<file path="src/rtl/psec5_pkg.sv">
// Shared types and constants for the PSEC5 counter readout sequencer.
// Each channel's 56-bit counter word is read out as CNT_BYTES bytes.
package psec5_pkg;

  typedef enum logic [2:0] {
    IDLE,
    LOAD,
    WAIT,
    SHIFT,
    DRAIN,
    DONE
  } rdo_state_t;

  localparam int CNT_BYTES = 7;
  localparam int CNT_SEL_W = 3;
  localparam logic [CNT_SEL_W-1:0] LAST_SEL = CNT_SEL_W'(CNT_BYTES - 1);

endpackage

</file>
<file path="src/rtl/psec5_ser_capture.sv">
// One channel's byte deserialiser: LSB-first shift into an 8-bit capture register.
// cap_next exposes the value the register takes at the coming edge.
module psec5_ser_capture (
  input  logic       SPI_CLK,
  input  logic       RST,
  input  logic       clr,
  input  logic       shift_en,
  input  logic       ser,
  output logic [7:0] cap,
  output logic [7:0] cap_next
);

  // NOTE: every variable assigned in always_comb gets a default first, so no path can infer a latch.
  always_comb begin
    cap_next = cap;
    if (clr) begin
      cap_next = '0;
    end else if (shift_en) begin
      cap_next = {ser, cap[7:1]};
    end
  end

  // NOTE: the capture register is plain flops, not a memory, so it is cleared on reset like all other state.
  always_ff @(posedge SPI_CLK) begin
    if (RST) begin
      cap <= '0;
    end else begin
      cap <= cap_next;
    end
  end

endmodule

</file>
<file path="src/rtl/psec5_cnt_readout_seq.sv">
// Counter readout sequencer: per byte index, pulses LOAD_CNT_SER, deserialises all channels in
// parallel, then streams the enabled channels' bytes over a valid/ready byte interface.
module psec5_cnt_readout_seq
  import psec5_pkg::*;
#(
  parameter int NUM_CH  = 8,
  parameter int SER_LAT = 2,
  localparam int CH_W   = (NUM_CH > 1) ? $clog2(NUM_CH) : 1
) (
  input  logic                 SPI_CLK,
  input  logic                 RST,
  input  logic                 READOUT_REQ,
  input  logic                 ABORT,
  input  logic [NUM_CH-1:0]    CH_MASK,
  input  logic [NUM_CH-1:0]    CNT_SER,
  output logic [CNT_SEL_W-1:0] SELECT_REG,
  output logic                 LOAD_CNT_SER,
  output logic [7:0]           BYTE_DATA,
  output logic [CH_W-1:0]      BYTE_CH,
  output logic [CNT_SEL_W-1:0] BYTE_IDX,
  output logic                 BYTE_VALID,
  input  logic                 BYTE_READY,
  output logic                 BUSY,
  output logic                 READOUT_DONE
);

  localparam int CNT_W = $clog2(SER_LAT + 8);
  localparam logic [CNT_W-1:0] WAIT_LAST  = CNT_W'((SER_LAT >= 2) ? SER_LAT - 2 : 0);
  localparam logic [CNT_W-1:0] SHIFT_LAST = CNT_W'(7);

  rdo_state_t            state_q, state_d;
  logic [NUM_CH-1:0]     mask_q, mask_d;
  logic [CNT_SEL_W-1:0]  sel_q, sel_d;
  logic [CNT_W-1:0]      cnt_q, cnt_d;

  logic                  valid_d;
  logic [7:0]            data_d;
  logic [CH_W-1:0]       ch_d;
  logic [CNT_SEL_W-1:0]  idx_d;

  logic [7:0]            cap      [NUM_CH];
  logic [7:0]            cap_next [NUM_CH];
  logic                  cap_clr, cap_shift;

  logic [CH_W-1:0]       first_ch, next_ch;
  logic                  has_next;

  assign cap_clr    = (state_q == LOAD);
  assign cap_shift  = (state_q == SHIFT);
  assign SELECT_REG = sel_q;

  for (genvar c = 0; c < NUM_CH; c++) begin : g_cap
    psec5_ser_capture u_cap (
      .SPI_CLK  (SPI_CLK),
      .RST      (RST),
      .clr      (cap_clr),
      .shift_en (cap_shift),
      .ser      (CNT_SER[c]),
      .cap      (cap[c]),
      .cap_next (cap_next[c])
    );
  end

  // Lowest enabled channel, and the next enabled channel above the one currently presented.
  always_comb begin
    first_ch = '0;
    next_ch  = '0;
    has_next = 1'b0;
    for (int c = NUM_CH - 1; c >= 0; c--) begin
      if (mask_q[c]) begin
        first_ch = CH_W'(c);
        if (c > int'(BYTE_CH)) begin
          next_ch  = CH_W'(c);
          has_next = 1'b1;
        end
      end
    end
  end

  always_comb begin
    state_d = state_q;
    mask_d  = mask_q;
    sel_d   = sel_q;
    cnt_d   = cnt_q;
    valid_d = BYTE_VALID;
    data_d  = BYTE_DATA;
    ch_d    = BYTE_CH;
    idx_d   = BYTE_IDX;

    case (state_q)
      IDLE: begin
        if (READOUT_REQ) begin
          if (|CH_MASK) begin
            mask_d  = CH_MASK;
            sel_d   = '0;
            cnt_d   = '0;
            state_d = LOAD;
          end else begin
            state_d = DONE;
          end
        end
      end
      LOAD: begin
        cnt_d   = '0;
        state_d = (SER_LAT > 1) ? WAIT : SHIFT;
      end
      WAIT: begin
        if (cnt_q == WAIT_LAST) begin
          cnt_d   = '0;
          state_d = SHIFT;
        end else begin
          cnt_d = cnt_q + 1'b1;
        end
      end
      SHIFT: begin
        if (cnt_q == SHIFT_LAST) begin
          // The last bit is still in flight, so the first byte comes from cap_next.
          cnt_d   = '0;
          state_d = DRAIN;
          valid_d = 1'b1;
          ch_d    = first_ch;
          idx_d   = sel_q;
          data_d  = cap_next[first_ch];
        end else begin
          cnt_d = cnt_q + 1'b1;
        end
      end
      DRAIN: begin
        if (BYTE_VALID && BYTE_READY) begin
          if (has_next) begin
            ch_d   = next_ch;
            data_d = cap[next_ch];
          end else begin
            valid_d = 1'b0;
            if (sel_q == LAST_SEL) begin
              state_d = DONE;
            end else begin
              sel_d   = sel_q + 1'b1;
              state_d = LOAD;
            end
          end
        end
      end
      DONE: begin
        state_d = IDLE;
      end
      default: begin
        state_d = IDLE;
      end
    endcase

    // Abort beats everything, including a request arriving in IDLE.
    if (ABORT) begin
      state_d = IDLE;
      mask_d  = mask_q;
      valid_d = 1'b0;
    end
  end

  // NOTE: sequential state uses non-blocking assignments only, so every flop samples pre-edge values.
  always_ff @(posedge SPI_CLK) begin
    if (RST) begin
      state_q      <= IDLE;
      mask_q       <= '0;
      sel_q        <= '0;
      cnt_q        <= '0;
      BYTE_VALID   <= 1'b0;
      BYTE_DATA    <= '0;
      BYTE_CH      <= '0;
      BYTE_IDX     <= '0;
      LOAD_CNT_SER <= 1'b0;
      BUSY         <= 1'b0;
      READOUT_DONE <= 1'b0;
    end else begin
      state_q      <= state_d;
      mask_q       <= mask_d;
      sel_q        <= sel_d;
      cnt_q        <= cnt_d;
      BYTE_VALID   <= valid_d;
      BYTE_DATA    <= data_d;
      BYTE_CH      <= ch_d;
      BYTE_IDX     <= idx_d;
      LOAD_CNT_SER <= (state_d == LOAD);
      BUSY         <= (state_d inside {LOAD, WAIT, SHIFT, DRAIN});
      READOUT_DONE <= (state_d == DONE);
    end
  end

endmodule

</file>
<file path="config.mk">
export PLATFORM = sky130hd
export DESIGN_NAME = psec5_cnt_readout_seq
export DESIGN_NICKNAME = d
export VERILOG_FILES = /design/src/rtl/psec5_pkg.sv /design/src/rtl/psec5_ser_capture.sv /design/src/rtl/psec5_cnt_readout_seq.sv
export SDC_FILE = /design/constraint.sdc
export NUM_CORES = 1
export LEC_CHECK = 0
export ABC_CLOCK_PERIOD_IN_PS = 2630
export BUFFER_PORTS_ARGS = -buffer_cell sky130_fd_sc_hd__buf_2
export CELL_PAD_IN_SITES_DETAIL_PLACEMENT = 0
export CELL_PAD_IN_SITES_GLOBAL_PLACEMENT = 2
export CORE_MARGIN = 2
export CORE_UTILIZATION = 36
export CTS_CLUSTER_DIAMETER = 150
export DETAILED_ROUTE_END_ITERATION = 8
export PLACE_DENSITY_LB_ADDON = 0.1
export SLEW_MARGIN = 20
export SYNTH_ARGS = -nofsm -noshare
export SYNTH_HDL_FRONTEND = slang
export SYNTH_SLANG_ARGS = --single-unit
</file>
<file path="constraint.sdc">
create_clock -name SPI_CLK -period 2.63 [get_ports SPI_CLK]
set_input_delay 0.526 -clock SPI_CLK [delete_from_list [all_inputs] [get_ports SPI_CLK]]
set_output_delay 0.526 -clock SPI_CLK [all_outputs]
set_load 0.005 [all_outputs]
</file>
==> flow_summary_export.csv, run 1 <==
group,metric,value,unit
synth,ys.flop_type,"dfxtp_1",
synth,syn_area_per_cell,7.86,sq um
cts,clk_path_buf_depth,2,
timing,fin_crit_sh,92.3,%
setup_path,cp_cell_sequence,"or3b_1, o21a_1, a31o_1, buf_4, a21bo_2, o211ai_1, o221a_1, a31oi_1",
setup_path,path_delay_family,"compound AO/OA/AOI/OAI gates",
route,firstDrtPassIters,5,
setup_path,cp_slowest_cell,"dfxtp_1",
floorplanning,dieArea,16000,sq um
floorplanning,coreArea,14600,sq um
route,antenna_left,0,
run,drv_cap,0,
global_routing,antenna_found_initial,0,
placed_design,io_buffer_count,41,
setup_path,cpPeakStageDelay,0.48,ns
cts,cts_buffers,9,
hold_path,hold_class,"in2reg",
setup_path,crit_path_start_kind,"flip-flop",
cts,insertion_delay,0.36,ns
timing,worst_pin_slew,0.876,ns
layout,diodes,0,
cts,clk_pin_slew_worst_paths,0.07,ns
timing,maxSlewHeadroom,41.4,%
setup_path,crit_arrival,2.67,ns
floorplanning,die_x,127,microns
cts,hold_buffers,0,
power,leakage,0.00265,uW
timing,hold_viol,0,
layout,drive_above_1_share,16.4,%
route,vias,5343,
floorplanning,dieHeight,127,microns
setup_path,required,2.87,ns
cts,cts-root-buf,"clkbuf_16",
layout,final_util,42.9,%
layout,instances_no_fill,915,
synth,synth_edf_count,0,
route,drc,0,
cts,cts_sinks,100,
layout,stdcell_area,6290,sq um
synth,synth_nets,714,
floorplanning,initial_core_util,37.0,%
cts,cts_resized,0,
placed_design,gp_congestion,0.858,
synth,async_reset_ff_share,0,%
timing,layout_setup_ws,0.201,ns
timing,max_freq,412,MHz
setup_path,cp-end-kind,"flip-flop",
setup_path,cp_max_fo,22,
power,max-vdd-ir-drop,363,uV
layout,nets,751,
timing,setup_viol,0,
layout,most-common-layout-cells,"99 x dfxtp_1, 91 x nor2_1, 73 x a21oi_1",
floorplanning,pin_count,42,
cts,cts_tree,"done",
placed_design,dp_slack,0.229,ns
layout,syn_to_final_growth,16.1,%
global_routing,grt_max_degree,65,
synth,synth_seq_cells,100,
layout,final_common_cell,"dfxtp_1",
placed_design,dp.cells,899,
route,wl_per_cell,20.2,microns
synth,yosys_warnings,0,
power,p_per_area,582,nW/um^2
placed_design,dpl_cell_area,5960,sq um
global_routing,grt_overflow,0,
route,drtIter0Drc,459,
route,drt_wl_total,18500,microns
layout,register_area,2000,sq um
synth,synthCells,689,
timing,rsz0062_at_grt,"false",
cts,cts_setup_buffers,0,
placed_design,hpwl,13300,microns
synth,seq_area_frac_synth,37.0,%
setup_path,cp_num_buf_inv,1,
synth,netlist_area,5420,sq um
route,viasPerCell,5.84,
floorplanning,fp-row-count,44,
setup_path,critical_path_class,"reg2reg",
status,outcome,"complete, no violations",
timing,setup_tns,0,ns
global_routing,grt_pass1_vias,5059,
synth,synth_cell_types,70,
global_routing,grt_usage,23.2,%
timing,finalCriticalPeriod,2.43,ns
timing,slew_violations,0,
layout,multi_input_area,3120,sq um
global_routing,grt_pass1_wl,28800,microns
layout,fill_cells,1509,
timing,fin_worst_skew,0.00693,ns
cts,h-tree-depth,3,
[sequential cells by signal, summed over array words and instances (netlist names)]
signal           flops
LOAD_CNT_SER         1
BYTE_CH              3
g_cap.u_cap.cap     64
SELECT_REG           3
cnt_q                4
BYTE_VALID           1
state_q              3
BYTE_IDX             3
BUSY                 1
BYTE_DATA            8
mask_q               8
READOUT_DONE         1
[synthesized netlist by cell type (8+ instances only)]
master | count | area share, %
nand2_1 | 61 | 4.2
and3_1 | 45 | 5.2
nand3_1 | 33 | 3.0
a31oi_1 | 13 | 1.5
o21ai_0 | 14 | 1.3
nand2b_1 | 11 | 1.3
o211ai_1 | 11 | 1.5
nor2_1 | 91 | 6.3
dfxtp_1 | 100 | 37
nor3_1 | 12 | 1.1
or3_1 | 8 | 0.92
nor2b_1 | 10 | 1.2
buf_2 | 10 | 0.92
a21oi_1 | 73 | 6.7
clkbuf_1 | 37 | 2.6
inv_1 | 16 | 1.1
mux2i_1 | 17 | 3.1
[worst register-to-register path, stage by stage, from the launching register on]
cell and delay (ns):
dfxtp_1 0.48, or3b_1 0.43, o21a_1 0.13, a31o_1 0.22, buf_4 0.23, a21bo_2 0.34
o211ai_1 0.20, o221a_1 0.21, a31oi_1 0.08
[power by group]
| group | switching (uW) | leakage [uW] | internal (uW) | total [uW] |
|---|---|---|---|---|
| combinational | 413 | 0.00169 | 223 | 636 |
| sequential | 14.2 | 0.000807 | 1520 | 1540 |
| clock | 625 | 0.000151 | 859 | 1480 |
| total | 1050 | 0.00265 | 2610 | 3660 |
[metrics by stage]
step | power, uW | hold slack (ns)
after floorplan | 1960 | 0.446
after CTS | 3690 | 0.367
after global routing | 3810 | 0.390
final | 3660 | 0.378
after global placement | 2200 | 0.441
after detailed placement | 2200 | 0.444
[cells by family after synthesis]
family / count (synthesis) / synth area share, %
AOI/OAI and AO/OA: 196 / 24.9
xor gates and xnor gates: 3 / 0.485
and+or+nand+nor: 289 / 25.9
adders and majority gates: 4 / 0.924
DFF: 100 / 37.0
buffers and inverters: 70 / 5.70
muxes: 27 / 5.22
[final cells by class]
cell class | instances | area share (%)
clock buffer | 10 | 3.80
clock inverter | 6 | 1.39
multi-input combinational | 519 | 49.6
sequential | 100 | 31.9
timing repair buffer | 80 | 8.71
inverter | 16 | 0.955
tap | 184 | 3.66
[layer usage]
metal | global-route usage, % | up-vias | share of wire [%]
li1 | - | 2566 | -
met3 | 5.10 | 25 | 5.0
met5 | 0 | - | 0
met4 | 6.08 | 0 | 1.6
met2 | 37.8 | 128 | 47
met1 | 31.2 | 2624 | 47
[path summary, 6_finish.rpt]
kind / from / endpoint / slack [ns] / cells after the start
worst min register to register: BYTE_IDX[2] / BYTE_IDX[2] / 0.45 / 2
worst min-delay path: ABORT / BYTE_VALID / 0.38 / 2
worst max register to register: mask_q[5] / BYTE_DATA[2] / 0.20 / 8
worst max-delay path: mask_q[5] / BYTE_DATA[2] / 0.20 / 8
Power figures use the tool's default switching activity.
==> inputs of run 2 (changes only) <==
--- a/config.mk
+++ b/config.mk
@@ -14,6 +14,7 @@
 export CTS_CLUSTER_DIAMETER = 150
 export DETAILED_ROUTE_END_ITERATION = 8
 export PLACE_DENSITY_LB_ADDON = 0.1
+export REMOVE_ABC_BUFFERS = 1
 export SLEW_MARGIN = 20
 export SYNTH_ARGS = -nofsm -noshare
 export SYNTH_HDL_FRONTEND = slang
==> flow_summary_export.csv, run 2 (same netlist as run 1, synthesis figures left out) <==
group,metric,value,unit
cts,insertion_delay,0.35,ns
route,firstDrtPassIters,5,
timing,layout_setup_ws,0.248,ns
floorplanning,pin_count,42,
route,viasPerCell,5.74,
hold_path,hold_class,"in2reg",
setup_path,cp_max_fo,14,
layout,top_register,"g_cap.u_cap.cap",
layout,diodes,0,
cts,cts_buffers,9,
route,vias,5227,
layout,syn_to_final_growth,15.6,%
setup_path,crit_path_start_kind,"flip-flop",
timing,rsz0062_at_grt,"false",
cts,cts_sinks,100,
timing,maxSlewHeadroom,40.7,%
global_routing,grt_pass1_wl,28500,microns
placed_design,gp_congestion,0.815,
floorplanning,initial_core_util,37.0,%
cts,cts_setup_buffers,0,
cts,cts_resized,0,
setup_path,required,2.86,ns
route,drtIter0Drc,390,
layout,final_common_cell,"dfxtp_1",
timing,max_freq,420,MHz
layout,reg_top3,"g_cap.u_cap.cap: 64 flops, BYTE_DATA: 8 flops, mask_q: 8 flops",
timing,setup_viol,0,
setup_path,cp-end-kind,"flip-flop",
floorplanning,dieArea,16000,sq um
placed_design,hpwl,12900,microns
timing,finalCriticalPeriod,2.38,ns
route,drt_wl_total,18300,microns
power,p_per_area,574,nW/um^2
floorplanning,fp-row-count,44,
route,wl_per_cell,20.1,microns
layout,largest_reg_flops,64,
route,drc,0,
timing,slew_violations,0,
timing,hold_viol,0,
setup_path,crit_arrival,2.61,ns
cts,clk_pin_slew_worst_paths,0.07,ns
global_routing,grt_usage,22.9,%
layout,most-common-layout-cells,"99 x dfxtp_1, 91 x nor2_1, 73 x a21oi_1",
placed_design,io_buffer_count,41,
cts,clk_path_buf_depth,2,
floorplanning,coreArea,14600,sq um
timing,fin_worst_skew,0.00649,ns
power,power,3590,uW
placed_design,dp_slack,0.271,ns
status,outcome,"complete, no violations",
global_routing,antenna_found_initial,0,
timing,worst_pin_slew,0.887,ns
route,antenna_left,0,
layout,drive_above_1_share,15.4,%
global_routing,grt_overflow,0,
run,drv_cap,0,
setup_path,critical_path_class,"reg2reg",
cts,h-tree-depth,3,
power,max-vdd-ir-drop,326,uV
layout,final_util,42.8,%
cts,hold_buffers,0,
power,leakage,0.00264,uW
global_routing,grt_pass1_vias,5032,
cts,cts-root-buf,"clkbuf_16",
cts,cts_tree,"done",
layout,nets,748,
timing,fin_crit_sh,90.6,%
global_routing,grt_max_degree,69,
floorplanning,dieHeight,127,microns
floorplanning,die_x,127,microns
run 2: changes by cell type in the layout (fill, tap and decap cells not counted):
| cell | previous run | this run |
|---|---|---|
| clkinvlp_4 | 3 | 0 |
| clkbuf_1 | 0 | 4 |
| buf_4 | 35 | 30 |
| clkbuf_8 | 1 | 0 |
| buf_12 | 4 | 6 |
| clkinv_2 | 1 | 0 |
run 2: metal layers:
| metal | vias up | global-route usage, % | share of wire (%) |
|---|---|---|---|
| li1 | 2560 | - | - |
| met1 | 2518 | 31.5 | 48 |
| met2 | 134 | 37.7 | 47 |
| met3 | 15 | 4.09 | 4.2 |
| met4 | 0 | 5.62 | 1.4 |
| met5 | - | 0 | 0 |
run 2: worst max-delay path, cell delays in order (launching register included):
cell	delay, ns
dfxtp_1	0.43
or4b_4	0.60
o211a_2	0.17
a22oi_4	0.12
buf_4	0.24
mux2_1	0.34
nor2_1	0.09
o221a_1	0.19
a31oi_1	0.08
run 2: power breakdown:
group	internal [uW]	leakage (uW)	total, uW	switching (uW)
Sequential	1520	0.000807	1540	11.6
Clock	832	0.000144	1410	581
Combinational	224	0.00169	646	422
Total	2580	0.00264	3590	1010
run 2: path summary, 6_finish.rpt:
| kind | start | to | slack [ns] | depth (start not counted) |
|---|---|---|---|---|
| max reg2reg | BYTE_CH[1] | BYTE_DATA[4] | 0.25 | 8 |
| max | BYTE_CH[1] | BYTE_DATA[4] | 0.25 | 8 |
| min | ABORT | BYTE_VALID | 0.37 | 2 |
| min reg2reg | BYTE_IDX[2] | BYTE_IDX[2] | 0.46 | 2 |
run 2: area by class of cell:
type	count	area [sq um]
fill	1519	8380
multi-input combinational	519	3120
sequential	100	2000
timing repair buffer	77	551
clock buffer	13	240
tap	184	230
clock inverter	2	60.1
inverter	16	60.1
run 2: per-stage QoR:
stage,cell area [sq um],std cells,hold slack (ns),TNS [ns]
floorplan,5170,635,0.439,-12.59
global placement,5960,896,0.446,0
detailed placement,5960,896,0.453,0
CTS,6260,911,0.361,0
global route,6260,911,0.371,0
finish,6260,911,0.369,0
